`config.mk`:
```
export PLATFORM = sky130hd
export DESIGN_NAME = sd_crc_engine
export DESIGN_NICKNAME = d
export VERILOG_FILES = /design/src/rtl/sd_crc_engine_pkg.sv /design/src/rtl/sd_crc_lane.sv /design/src/rtl/sd_crc_engine.sv
export SDC_FILE = /design/constraint.sdc
export NUM_CORES = 1
export LEC_CHECK = 0
export BUFFER_PORTS_ARGS = -buffer_cell sky130_fd_sc_hd__buf_4
export CAP_MARGIN = 30
export CORE_AREA = 3 3 40 42
export CTS_CLUSTER_SIZE = 16
export DETAILED_ROUTE_END_ITERATION = 7
export DIE_AREA = 0 0 43 45
export GPL_TIMING_DRIVEN = 0
export PLACE_DENSITY = 0.73
export REMOVE_ABC_BUFFERS = 1
export SETUP_SLACK_MARGIN = 0.3
export SYNTH_ARGS = -nofsm -noshare
export SYNTH_HDL_FRONTEND = slang
export SYNTH_SLANG_ARGS = --single-unit
```
`constraint.sdc`:
```
create_clock -name clk -period 1.4 [get_ports clk]
set_input_delay 0.07 -clock clk [delete_from_list [all_inputs] [get_ports clk]]
set_output_delay 0.07 -clock clk [all_outputs]
set_load 0.03 [all_outputs]
```
`src/rtl/sd_crc_engine_pkg.sv`:
```
// Shared SD definitions: CRC generator polynomials (also used by the SD host)
// and the CRC engine state type.
package sd_crc_engine_pkg;

    localparam logic [6:0]  SD_CRC7_POLY  = 7'h09;
    localparam logic [15:0] SD_CRC16_POLY = 16'h1021;

    typedef enum logic {StAccum, StShift} crc_state_e;

endpackage

```
`src/rtl/sd_crc_lane.sv`:
```
// One CRC lane: MSB-first LFSR accumulate, or plain zero-fill left shift for
// serial emission. clear wins over shift, shift wins over accumulate.
module sd_crc_lane
    import sd_crc_engine_pkg::*;
#(
    parameter int unsigned       CRC_W = 7,
    parameter logic [CRC_W-1:0]  POLY  = SD_CRC7_POLY
) (
    input  logic             clk,
    input  logic             reset_n,
    input  logic             clear_i,
    input  logic             accum_i,
    input  logic             shift_i,
    input  logic             in_bit_i,
    output logic [CRC_W-1:0] crc_o
);

    logic [CRC_W-1:0] crc_q, crc_d;
    logic             fb;

    always_comb begin
        fb    = in_bit_i ^ crc_q[CRC_W-1];
        crc_d = crc_q;
        if (clear_i) begin
            crc_d = '0;
        end else if (shift_i) begin
            crc_d = {crc_q[CRC_W-2:0], 1'b0};
        end else if (accum_i) begin
            crc_d = {crc_q[CRC_W-2:0], 1'b0} ^ (fb ? POLY : '0);
        end
    end

    always_ff @(posedge clk or negedge reset_n) begin
        if (!reset_n) begin
            crc_q <= '0;
        end else begin
            crc_q <= crc_d;
        end
    end

    assign crc_o = crc_q;

endmodule

```
`src/rtl/sd_crc_engine.sv`:
```
// Multi-lane SD CRC engine: accumulates one serial bit per lane, then emits
// each lane's CRC MSB first, leaving the lane registers at zero.
module sd_crc_engine
    import sd_crc_engine_pkg::*;
#(
    parameter int unsigned       CRC_W = 7,
    parameter logic [CRC_W-1:0]  POLY  = SD_CRC7_POLY,
    parameter int unsigned       LANES = 1
) (
    input  logic                   clk,
    input  logic                   reset_n,
    input  logic                   clear,
    input  logic                   enable,
    input  logic [LANES-1:0]       in_bits,
    input  logic                   start_out,
    output logic [LANES*CRC_W-1:0] crc,
    output logic [LANES-1:0]       out_bits,
    output logic                   out_valid,
    output logic                   out_last,
    output logic                   busy,
    output logic                   crc_ok
);

    localparam int unsigned CntW = $clog2(CRC_W);

    crc_state_e      state_q, state_d;
    logic [CntW-1:0] cnt_q, cnt_d;
    logic            lane_accum, lane_shift;
    logic [LANES-1:0] lane_zero;

    always_ff @(posedge clk or negedge reset_n) begin
        if (!reset_n) begin
            state_q <= StAccum;
            cnt_q   <= '0;
        end else begin
            state_q <= state_d;
            cnt_q   <= cnt_d;
        end
    end

    always_comb begin
        state_d = state_q;
        cnt_d   = cnt_q;
        if (clear) begin
            state_d = StAccum;
            cnt_d   = '0;
        end else begin
            case (state_q)
                StAccum: begin
                    if (start_out) begin
                        state_d = StShift;
                        cnt_d   = CntW'(CRC_W - 1);
                    end
                end
                StShift: begin
                    // Counter parks at zero; the last bit returns us to ACCUM.
                    if (cnt_q == '0) begin
                        state_d = StAccum;
                    end else begin
                        cnt_d = cnt_q - 1'b1;
                    end
                end
                default: state_d = StAccum;
            endcase
        end
    end

    always_comb begin
        out_valid  = 1'b0;
        out_last   = 1'b0;
        busy       = 1'b0;
        lane_accum = 1'b0;
        lane_shift = 1'b0;
        case (state_q)
            StAccum: lane_accum = enable && !start_out && !clear;
            StShift: begin
                out_valid  = 1'b1;
                busy       = 1'b1;
                out_last   = (cnt_q == '0);
                lane_shift = !clear;
            end
            default: ;
        endcase
    end

    for (genvar i = 0; i < LANES; i++) begin : g_lane
        sd_crc_lane #(
            .CRC_W (CRC_W),
            .POLY  (POLY)
        ) u_lane (
            .clk      (clk),
            .reset_n  (reset_n),
            .clear_i  (clear),
            .accum_i  (lane_accum),
            .shift_i  (lane_shift),
            .in_bit_i (in_bits[i]),
            .crc_o    (crc[i*CRC_W +: CRC_W])
        );

        assign out_bits[i]  = crc[i*CRC_W + CRC_W - 1];
        assign lane_zero[i] = (crc[i*CRC_W +: CRC_W] == '0);
    end

    assign crc_ok = &lane_zero;

endmodule

```
==> flow_metrics.py <==
metrics = {
    "clock_network": {
        "root_buffer": "clkbuf_4",
        "path_clk_slew_ps": 90,
        "cts_inserted_buffers": 3,
        "h-tree-depth": 1,
        "clock-sinks": 11,
        "clock_path_buffers": 2,
        "clkLatencyLatePin_ps": 270,
        "cts_tree": "yes",
    },
    "worst_hold_path": {
        "min-delay-start": "clear",
        "hold_class": "in -> reg",
        "min_path_cells": 2,
        "min_to": "g_lane[0].u_lane.crc_o[0]",
    },
    "cells_and_area": {
        "area_growth_pct": 78.87,
        "drive_gt1_share_pct": 66.00,
        "diodes": 0,
        "num-nets-final": 109,
        "n_fill_cell": 63,
    },
    "synth": {
        "async_flop_share_pct": 100.0,
        "yosysUniqueCellTypes": 24,
        "netlist_area_um2": 621.8,
        "synth_area_per_cell_um2": 9.871,
        "synth_top_cell_by_area": "dfrtp_1",
        "synth_area_leaders": "dfrtp_1 44%, or3b_1 9.9%, a21oi_1 7.2%",
        "syn-instance-count": 63,
        "synth-seq-cells": 11,
        "synth_edf_count": 0,
        "yosysTopAreaCellShare_pct": 44.27,
        "post-synth-top-count-cell": "dfrtp_1",
        "synth_commonest_cells": "11 x dfrtp_1, 9 x a21oi_1, 8 x o21ai_0, 7 x or3b_1",
        "ys_seq_area_share_pct": 44.27,
        "yosys_warnings": 0,
        "synth-main-ff-cell": "dfrtp_1",
    },
    "grt": {
        "grt_max_degree": 15,
        "grt_pass1_vias": 599,
        "gr-usage-all-layers_pct": 21.10,
        "grt_pass1_wl_um": 2960,
        "grt.overflow.total": 0,
        "antenna_found_initial": 0,
    },
    "setup_path": {
        "cp_slowest_cell": "or4_4",
        "cp-startpoint": "g_lane[0].u_lane.crc_o[3]",
        "regToRegStartpoint": "g_lane[0].u_lane.crc_o[6]",
        "cpPeakStageDelay_ps": 510,
        "r2r_slack_ps": -90,
        "end_kind": "output pin",
        "cp-start-kind": "register",
        "crit_required_ps": 1330,
        "regToRegEndpoint": "g_lane[0].u_lane.crc_o[3]",
        "cp.arrival_ps": 1560,
        "path_class": "reg -> out",
        "path_max_fanout": 4,
        "r2r_cells": 5,
        "path_delay_family": "simple AND/OR/NAND/NOR gates",
        "crit_chain": "or4_4 -> nor4_4 -> buf_4",
        "critical_path_buf_inv_count": 1,
    },
    "die": {
        "num_rows": 13,
        "dieWidth_um": 43,
        "coreArea_um2": 1285,
        "die_y_um": 45,
        "start_util_pct": 48.39,
        "io_pins": 18,
        "die_area_um2": 1935,
    },
    "timing": {
        "fmax_ghz": 0.6143,
        "maxSlewHeadroom_pct": 65.87,
        "finalCriticalPeriod_ps": 1628,
        "hold_viol_final": 0,
        "finalSetupTns_ps": -318.8,
        "layout_setup_ws_ps": -227.8,
        "grt_setup_unrepaired": "true",
        "setup_viol": 2,
        "fin_skew_ps": 2.383,
        "fin_crit_sh_pct": 116.3,
        "tightest_slew_ps": 509.7,
        "slew_violations": 0,
    },
    "detailed_routing": {
        "drt-total-wl_um": 2350,
        "vias": 667,
        "routedWlPerCell_um": 20.43,
        "ant_nets": 0,
        "drc_errors": 0,
        "first_pass_iters": 4,
        "vias_per_cell": 5.800,
        "drtIter0Drc": 12,
    },
    "power_and_ir_drop": {
        "leakagePower_nw": 0.5045,
        "p_total_mw": 1.032,
        "peakVddDrop_v": 0.0005554,
        "power_density_nw_per_um2": 927.6,
    },
    "placement": {
        "dpl.hpwl_um": 865.2,
        "numPortBuffers": 17,
        "gp_congestion": 0.7192,
    },
    "status": {
        "status": "finished with violations",
        "violations": "negative setup slack",
    },
    "job": {
        "cap_violations": 0,
    },
}
==> cells in the final DEF (no fill, tap or decap), types with 2 or more instances in the layout <==
master     n
or3b_1     5
buf_4     22
ha_4       2
or3b_4     2
o21ai_0    5
dfrtp_1   10
buf_6     16
a21oi_2    5
clkbuf_4   3
a21oi_1    4
inv_2      2
==> per-layer routing <==
metal	up-vias	GRT usage (%)	wire length (µm)
li1	298	-	-
met1	331	28.57	1018
met2	34	32.04	1152
met3	4	4.382	159
met4	0	10.84	19
met5	-	0	0
==> registers in the layout (all words and copies together), names as in the netlist <==
name,count
state_q,1
cnt_q,3
g_lane.u_lane.crc_o,7
==> how the worst max path moves through the flow <==
stage	endpoint	slack, ps	cells after the start
floorplan	crc_ok	-770	2
global placement	crc_ok	1	3
detailed placement	crc_ok	-7	3
CTS	crc_ok	-270	3
global route	crc_ok	-290	3
finish	crc_ok	-230	3
==> worst reg2reg max path, stage by stage (launching register included) <==
cell	delay, ps
dfrtp_1	390
buf_4	140
buf_6	120
xnor2_2	130
or3_1	390
a311oi_2	230
==> cells by family after synthesis <==
| logic type | count (synthesis) | synth area share [%] |
|---|---|---|
| simple gates | 21 | 25.15 |
| xor+xnor | 1 | 1.409 |
| flops | 11 | 44.26 |
| buf+inv | 9 | 7.846 |
| fa+ha+maj | 2 | 4.024 |
| compound gates | 19 | 17.30 |
==> timing repair <==
action | 4_1_cts | 5_1_grt
hold endpoints to repair | 11 | 0
resized for setup | 30 | 21
endpoints found under the setup margin | 15 | 15
gates cloned | 1 | 0
buffers inserted | 12 | 8
hold buffers | 1 | 0
pin swaps | 20 | 10
==> power breakdown <==
group	internal, mW	switching (mW)
Sequential	0.338	0.0294
Clock	0.106	0.130
Combinational	0.222	0.206
==> final cells by class <==
cell class	instances	area, µm²	share of cell area [%]
repair buffers	39	355.3	31.95
flip-flops and latches	11	276.5	24.86
clock inverters	1	5.005	0.4499
multi-input cells	43	422.9	38.02
well taps	15	18.77	1.687
clock buffers	3	22.52	2.025
inverters	3	11.26	1.012
==> stage by stage <==
step / setup slack (ps) / std cells / hold WS (ps) / utilization, % / area (µm²)
6_report: -227.8 / 115 / 64.64 / 86.56 / 1112
5_1_grt: -286.3 / 115 / 68.15 / 86.56 / 1112
4_1_cts: -272.7 / 107 / 44.13 / 74.98 / 963.4
3_5_place_dp: -6.780 / 89 / -87.60 / 56.86 / 730.7
3_3_place_gp: 1.116 / 89 / -87.66 / 56.86 / 730.7
2_1_floorplan: -765.7 / 57 / -225.6 / - / 584.3
(Power assumes the default switching activity.)
